## src/rtl/halflife_pkg.sv

```systemverilog
// Shared types and default widths for the half-life decay sequencer.
package halflife_pkg;

    localparam int N_DEF  = 4;
    localparam int AW_DEF = 8;
    localparam int HW_DEF = 8;

    typedef enum logic [2:0] {
        S_IDLE  = 3'd0,
        S_LOAD  = 3'd1,
        S_COUNT = 3'd2,
        S_HALVE = 3'd3,
        S_DONE  = 3'd4,
        S_ABORT = 3'd5
    } state_t;

endpackage

```

## src/rtl/halflife_sequencer.sv

```systemverilog
// Sequences an external up/down/load counter through repeated half-life periods,
// halving the tracked amount at each expiry. Define HALFLIFE_ROUND_UP_EN for round-half-up halving.
module halflife_sequencer
    import halflife_pkg::*;
#(
    parameter int N  = N_DEF,
    parameter int AW = AW_DEF,
    parameter int HW = HW_DEF
) (
    input  logic          clk,
    input  logic          rst,
    input  logic          start,
    input  logic          abort,
    input  logic          tick_en,
    input  logic [AW-1:0] amount_in,
    input  logic [N-1:0]  period_in,
    input  logic [N-1:0]  cnt_value,
    output logic          cnt_load,
    output logic          cnt_up,
    output logic          cnt_down,
    output logic [N-1:0]  cnt_in,
    output logic [AW-1:0] amount_out,
    output logic [HW-1:0] halvings,
    output logic          halve_pulse,
    output logic          busy,
    output logic          done
);

    state_t        state_q, state_d;
    logic [AW-1:0] amount_q, amount_d, amount_half;
    logic [HW-1:0] halvings_q, halvings_d;
    logic [N-1:0]  period_q, period_d;
    logic          halve_pulse_q, halve_pulse_d;
    logic          done_q, done_d;

`ifdef HALFLIFE_ROUND_UP_EN
    // One extra bit so that the all-ones amount does not wrap before the shift.
    logic [AW:0] amount_inc;
    assign amount_inc  = {1'b0, amount_q} + {{AW{1'b0}}, 1'b1};
    assign amount_half = amount_inc[AW:1];
`else
    assign amount_half = amount_q >> 1;
`endif

    always_comb begin
        // NOTE: every signal gets a default first so no path leaves one unassigned (no latches).
        state_d       = state_q;
        amount_d      = amount_q;
        halvings_d    = halvings_q;
        period_d      = period_q;
        halve_pulse_d = 1'b0;
        case (state_q)
            S_IDLE: begin
                if (start && period_in != '0) begin
                    amount_d   = amount_in;
                    halvings_d = '0;
                    if (amount_in <= AW'(1)) begin
                        state_d = S_DONE;
                    end else begin
                        period_d = period_in;
                        state_d  = S_LOAD;
                    end
                end
            end
            S_LOAD:  state_d = abort ? S_ABORT : S_COUNT;
            S_COUNT: begin
                if (abort)                state_d = S_ABORT;
                else if (cnt_value == '0) state_d = S_HALVE;
            end
            S_HALVE: begin
                if (abort) begin
                    state_d = S_ABORT;
                end else begin
                    amount_d      = amount_half;
                    halvings_d    = (halvings_q == '1) ? halvings_q : halvings_q + HW'(1);
                    halve_pulse_d = 1'b1;
                    state_d       = (amount_half <= AW'(1)) ? S_DONE : S_LOAD;
                end
            end
            S_DONE:  state_d = S_IDLE;
            S_ABORT: state_d = S_IDLE;
            default: state_d = S_IDLE;
        endcase
        done_d = (state_d == S_DONE);
    end

    always_ff @(posedge clk or posedge rst) begin
        // NOTE: sequential state uses non-blocking assignments so every register samples pre-edge values.
        if (rst) begin
            state_q       <= S_IDLE;
            amount_q      <= '0;
            halvings_q    <= '0;
            period_q      <= '0;
            halve_pulse_q <= 1'b0;
            done_q        <= 1'b0;
        end else begin
            state_q       <= state_d;
            amount_q      <= amount_d;
            halvings_q    <= halvings_d;
            period_q      <= period_d;
            halve_pulse_q <= halve_pulse_d;
            done_q        <= done_d;
        end
    end

    // Counter controls decode straight from state so the counter acts in the same cycle.
    assign cnt_load = (state_q == S_LOAD) || (state_q == S_ABORT);
    assign cnt_in   = (state_q == S_LOAD) ? period_q : '0;
    assign cnt_down = (state_q == S_COUNT) && (cnt_value != '0) && tick_en;
    assign cnt_up   = 1'b0;

    assign busy        = (state_q == S_LOAD) || (state_q == S_COUNT) ||
                         (state_q == S_HALVE) || (state_q == S_ABORT);
    assign amount_out  = amount_q;
    assign halvings    = halvings_q;
    assign halve_pulse = halve_pulse_q;
    assign done        = done_q;

endmodule

```

## config.mk

```make
export PLATFORM = sky130hd
export DESIGN_NAME = halflife_sequencer
export DESIGN_NICKNAME = d
export VERILOG_FILES = /design/src/rtl/halflife_pkg.sv /design/src/rtl/halflife_sequencer.sv
export SDC_FILE = /design/constraint.sdc
export NUM_CORES = 1
export LEC_CHECK = 0
export ABC_AREA = 1
export CORE_UTILIZATION = 47
export CTS_CLUSTER_SIZE = 30
export DETAILED_ROUTE_END_ITERATION = 6
export GPL_TIMING_DRIVEN = 1
export PLACE_DENSITY = 0.8
export RECOVER_POWER = 100
export SYNTH_ARGS = -nofsm -noshare
export SYNTH_HDL_FRONTEND = slang
export SYNTH_SLANG_ARGS = --single-unit
export TNS_END_PERCENT = 10
```

## constraint.sdc

```tcl
create_clock -name clk -period 1.83 [get_ports clk]
set_input_delay 0.366 -clock clk [delete_from_list [all_inputs] [get_ports clk]]
set_output_delay 0.366 -clock clk [all_outputs]
set_load 0.01 [all_outputs]
```

Word level (Yosys, flattened, before mapping)
Index checks and enable logic that the tools add are counted.
{"block": "totals", "out_inout_bits": 26, "regBits": 25, "input_bits": 21, "wordCells": 52}
{"block": "classes", "magnitude_cmp": 2, "n_reduce_logical": 15, "n_addsub": 1, "bitwise": 1, "muxes": 18, "eq_ne": 9}
{"op": "$mux W8", "count": 5}
{"op": "$pmux W8 S2", "count": 2}
{"op": "$mux W3", "count": 7}
{"op": "$pmux W3 S4", "count": 1}
{"op": "$add A8 B1 Y8 const B", "count": 1}
{"op": "$eq A8 B8 Y1 const B", "count": 1}
{"op": "$le A8 B1 Y1 const B", "count": 1}
{"op": "$reduce_bool A4 Y1", "count": 2}
{"op": "$le A7 B1 Y1 const B", "count": 1}
{"op": "$eq A3 B2 Y1 const B", "count": 2}
{"op": "$eq A3 B3 Y1 const B", "count": 2}
{"op": "$ne A2 B2 Y1 const B", "count": 3}
{"op": "$reduce_and A3 Y1", "count": 2}
{"op": "$logic_not A4 Y1", "count": 1}
{"op": "$logic_or A1 B1 Y1", "count": 4}
{"op": "$mux W4", "count": 1}
{"op": "$reduce_and A4 Y1", "count": 1}
{"op": "$eq A3 B1 Y1 const B", "count": 1}
{"op": "$logic_and A1 B1 Y1", "count": 3}
{"op": "$logic_not A3 Y1", "count": 1}
{"op": "$mux W1", "count": 2}
{"op": "$reduce_bool A2 Y1", "count": 1}
{"op": "$not A1 Y1", "count": 1}

Logic depth before layout (Yosys ltp)
{"block": "depth", "word_depth": 5, "ltp_mapped": 9, "mapped_depth_nobuf": 9}

Least setup slack after synthesis
Ideal clock, no wire load.
{"block": "synth_path", "path_kind": "reg-to-reg", "startpoint": "register halvings_q[0] (netlist: halvings[0])", "endpoint": "register halvings_q[5] (netlist: halvings[5])", "synth_period_minus_slack_ns": 1.356, "setup_ns": 0.116, "slack_ns": 0.474, "stages_incl_launch_ff": 10, "arrival_ns": 1.240, "path_cell_list": "dfrtp_1 ha_1 inv_1 nor2_1 nand2_1 nand2_1 nand2_1 nand2_4 nand2_1 nand2_1"}
{"block": "synth_between", "elab_chain_len": 4, "word_cells_on_any_way": 7}
{"item": "start, declared", "line_no": "halflife_sequencer.sv:31", "rtl": "logic [HW-1:0] halvings_q, halvings_d;"}
{"item": "start signal, assigned", "line_no": "halflife_sequencer.sv:99", "rtl": "halvings_q <= halvings_d;"}
{"item": "$add A8 B1 Y8", "line_no": "halflife_sequencer.sv:75", "rtl": "halvings_d = (halvings_q == '1) ? halvings_q : halvings_q + HW'(1);"}
{"item": "$mux W8", "line_no": "halflife_sequencer.sv:75"}
{"item": "$mux W8", "line_no": "halflife_sequencer.sv:71", "rtl": "if (abort) begin"}
{"item": "$pmux W8 S2", "line_no": "halflife_sequencer.sv:52", "rtl": "case (state_q)"}
Parallel ways exist; a longest one is shown, timed or not. The select of a mux whose other input is x is not followed.
A chain may end at the register's enable or synchronous reset.

Worst setup path in the final report
{"block": "layout_path", "startpoint": "register halvings_q[7] (netlist: halvings[7])", "endpoint": "output halvings[7]"}
{"item": "end, declared", "line_no": "halflife_sequencer.sv:23", "rtl": "output logic [HW-1:0] halvings,"}
No word-level cell between the ends.

==> summary.txt <==
Outcome
  • Status: finished, final reports clean

Placement
  • Routability cong.: 0.8442
  • Post-place setup slack: -0.1378 ns
  • Final HPWL DP: 2645 um
  • Port bufs: 45
  • Placed Cells: 329

Critical path
  • CP max stage cell: dlygate4sd3_1
  • R2r startpoint: state_q[1]$_DFF_PP0_
  • CP Launch Type: flop
  • Critical-path cell list: dlygate4sd3_1
  • Worst path bufs/invs: 1
  • Crit path launch: halvings[7]$_DFFE_PP0P_
  • Crit path DAT: 1.39 ns
  • CP top delay family: buffers and inverters
  • Critical Path RT: 1.46 ns
  • Worst-path fanout max: 5
  • Setup Crit Path Kind: flop to primary output
  • Kind of end point of the critical path: primary output
  • Max incr delay on CP: 0.62 ns

Clocking
  • Worst-skew pair later-pin latency: 0.32 ns
  • H-tree depth: 1
  • Number of CTS-inserted buffers: 3
  • Clk sinks: 25
  • Clk root buf: clkbuf_4
  • CTS tree: built
  • Setup bufs post-CTS: 0
  • Post-CTS Hold Fix Bufs: 0
  • Clock-pin slew on the worst setup and hold paths: 0.14 ns
  • CTS Buffer Depth: 2

Hold path
  • Hold/Removal Path Class: flop to flop
  • HP Start: amount_out[0]$_DFFE_PP0P_

Finish
  • NumNets Final: 312
  • Area growth syn-to-layout: 35.04%
  • Antenna cells: 0
  • Layout fillers: 292
  • Layout cells sized above 1: 9.343%
  • Post-Layout Cell Count: 333

Power and ir drop
  • Sequential share of power: 35.2%
  • LEAKAGE: 1.065 nW
  • Internal: 1.343 mW
  • PwrDens: 1178 nW/um^2
  • Net switching power figure: 1.104 mW
  • Gate power share: 54.6%
  • Max IR drop VDD: 707.9 uV
  • Sw Ratio: 45.11%
  • Clock share of power: 10.2%

GRT
  • Number of global-route vias before repair: 1440
  • Largest net degree at the start of global routing: 26
  • Initial antenna violation count: 0
  • GRT Total Usage: 21.51%
  • Gr ovfl total: 0
  • First-pass GRT wire length: 5782 um

Routing
  • Via count: 1573
  • Drt wl/cell: 9.958 um
  • DRT iter0 DRCs: 74
  • Final wirelength: 3316 um
  • TritonRoute pass-1 iters: 4
  • Detail Route Antenna Nets: 0
  • Post-route DRC: 0
  • Vias per cell: 4.724

Floorplanning
  • Io pins: 47
  • Rows: 20
  • Die W: 59.22 um
  • Die height: 59.22 um
  • Die area: 3507 um^2
  • Core area: 3078 um^2
  • Starting density of the core: 50.00%

Timing
  • Final Hold Fails: 0
  • Min Tclk post-route: 1.756 ns
  • Fin worst setup slack: 0.07430 ns
  • Least-Margin Pin Slew: 0.6276 ns
  • Setup_tns: 0 ns
  • Period utilization: 95.94%
  • Unrepaired setup endpoints after global routing: false
  • Final setup fails: 0
  • Max Slew Vio Count: 0
  • Relative slew margins: 58.16%
  • Layout Skew: 0.01093 ns
  • FMAX: 569.6 MHz

Yosys
  • Largest area contributor in the netlist: dfrtp_1
  • Synth top area cells: dfrtp_1, nand2_1, nor2_1, nand3_1, inv_1
  • Seq cells post-synth: 25
  • Mapped cell area: 1539 um^2
  • Synth cell types: 25
  • Cells after synthesis: 232
  • Synthesized Nets: 254
  • Seq/Total Area, Yosys: 40.65%
  • Most common cell in the netlist: nand2_1
  • Top-area cell type share of the netlist area: 40.65%
  • Ys async rst share: 100.0%
  • Syn Area/Cell: 6.634 um^2
  • Synth Warn #: 0
  • Post-synth EDFFs: 0
  • Predominant post-synthesis flop cell: dfrtp_1
  • Post-synth top cells: nand2_1, nor2_1, dfrtp_1

Flow run
  • Maxcap violations: 0
[cells in the final DEF, fill, tap and decap left out, types with 4 or more instances in the layout]
master           netlist  routed
clkdlybuf4s50_1        0      25
o21ai_0                5       5
dfrtp_1               25      25
clkbuf_1               0       6
nor2_1                35      35
buf_4                  1       7
inv_2                  2       4
nand3_1               15      15
dlygate4sd3_1          0      13
inv_1                 18      16
nand2_1              106     109
[worst paths after layout]
kind / endpoint / slack (ns) / cells after the start
setup / recovery: halvings[7] / 0.07 / 1
hold / removal: amount_out[0]$_DFFE_PP0P_ / 0.49 / 2
setup reg to reg: amount_out[6]$_DFFE_PP0P_ / 0.20 / 8
hold reg to reg: amount_out[0]$_DFFE_PP0P_ / 0.49 / 2
max in group asynchronous: halvings[0]$_DFFE_PP0P_ / 0.78 / 3
min in group asynchronous: period_q[3]$_DFFE_PP0P_ / 0.63 / 3
[power by group through the flow]
stage	sequential, mW	combinational [mW]	clock [mW]
floorplan	0.925	0.825	0
global placement	0.874	1.48	0
detailed placement	0.872	1.51	0
CTS	0.865	1.48	0.260
global route	0.886	1.50	0.273
finish	0.862	1.34	0.249
[metrics by stage]
stage          instance area [um^2]  power [mW]  hold slack [ns]  util, %
2_1_floorplan                  1539       1.750           0.3933        -
3_3_place_gp                   2110       2.350           0.4564    68.54
3_5_place_dp                   2110       2.378           0.4616    68.54
4_1_cts                        2135       2.603           0.3926    69.35
5_1_grt                        2078       2.662           0.5159    67.52
6_report                       2078       2.447           0.4887    67.52
[sequential cells by signal (all words and copies together), names as in the netlist]
signal / cells
done: 1
halve_pulse: 1
amount_out: 8
halvings: 8
state_q: 3
period_q: 4
[layout make-up]
type / instances / area (um^2) / area share, %
Clock buffer: 4 / 26.28 / 1.264
Inverter: 21 / 81.33 / 3.913
Timing Repair Buffer: 56 / 493.0 / 23.72
Sequential cell: 25 / 625.6 / 30.10
Multi-Input combinational cell: 183 / 797.0 / 38.35
Tap cell: 44 / 55.05 / 2.649
[metal layers]
| metal | routed length (um) | up-vias | GRT usage (%) |
|---|---|---|---|
| met5 | 0 | - | 0 |
| met4 | 40 | 0 | 8.503 |
| met3 | 126 | 4 | 4.367 |
| met2 | 1729 | 32 | 39.33 |
| met1 | 1420 | 714 | 24.23 |
| li1 | - | 823 | - |
[logic make-up after synthesis]
kind of cell / count (synthesis) / share of synthesized area [%]
AND/OR/NAND/NOR: 170 / 47.07
flip-flops: 25 / 40.65
buffers and inverters: 24 / 6.423
AO/OA/AOI/OAI: 11 / 4.797
adder cells (fa/ha/maj): 1 / 0.8129
other: 1 / 0.2437
[what timing repair did]
item	CTS	global route
pin swaps	0	0
setup endpoints to repair	7	4
resized for setup	12	7
Note: power is estimated with default switching activity, not from simulation.
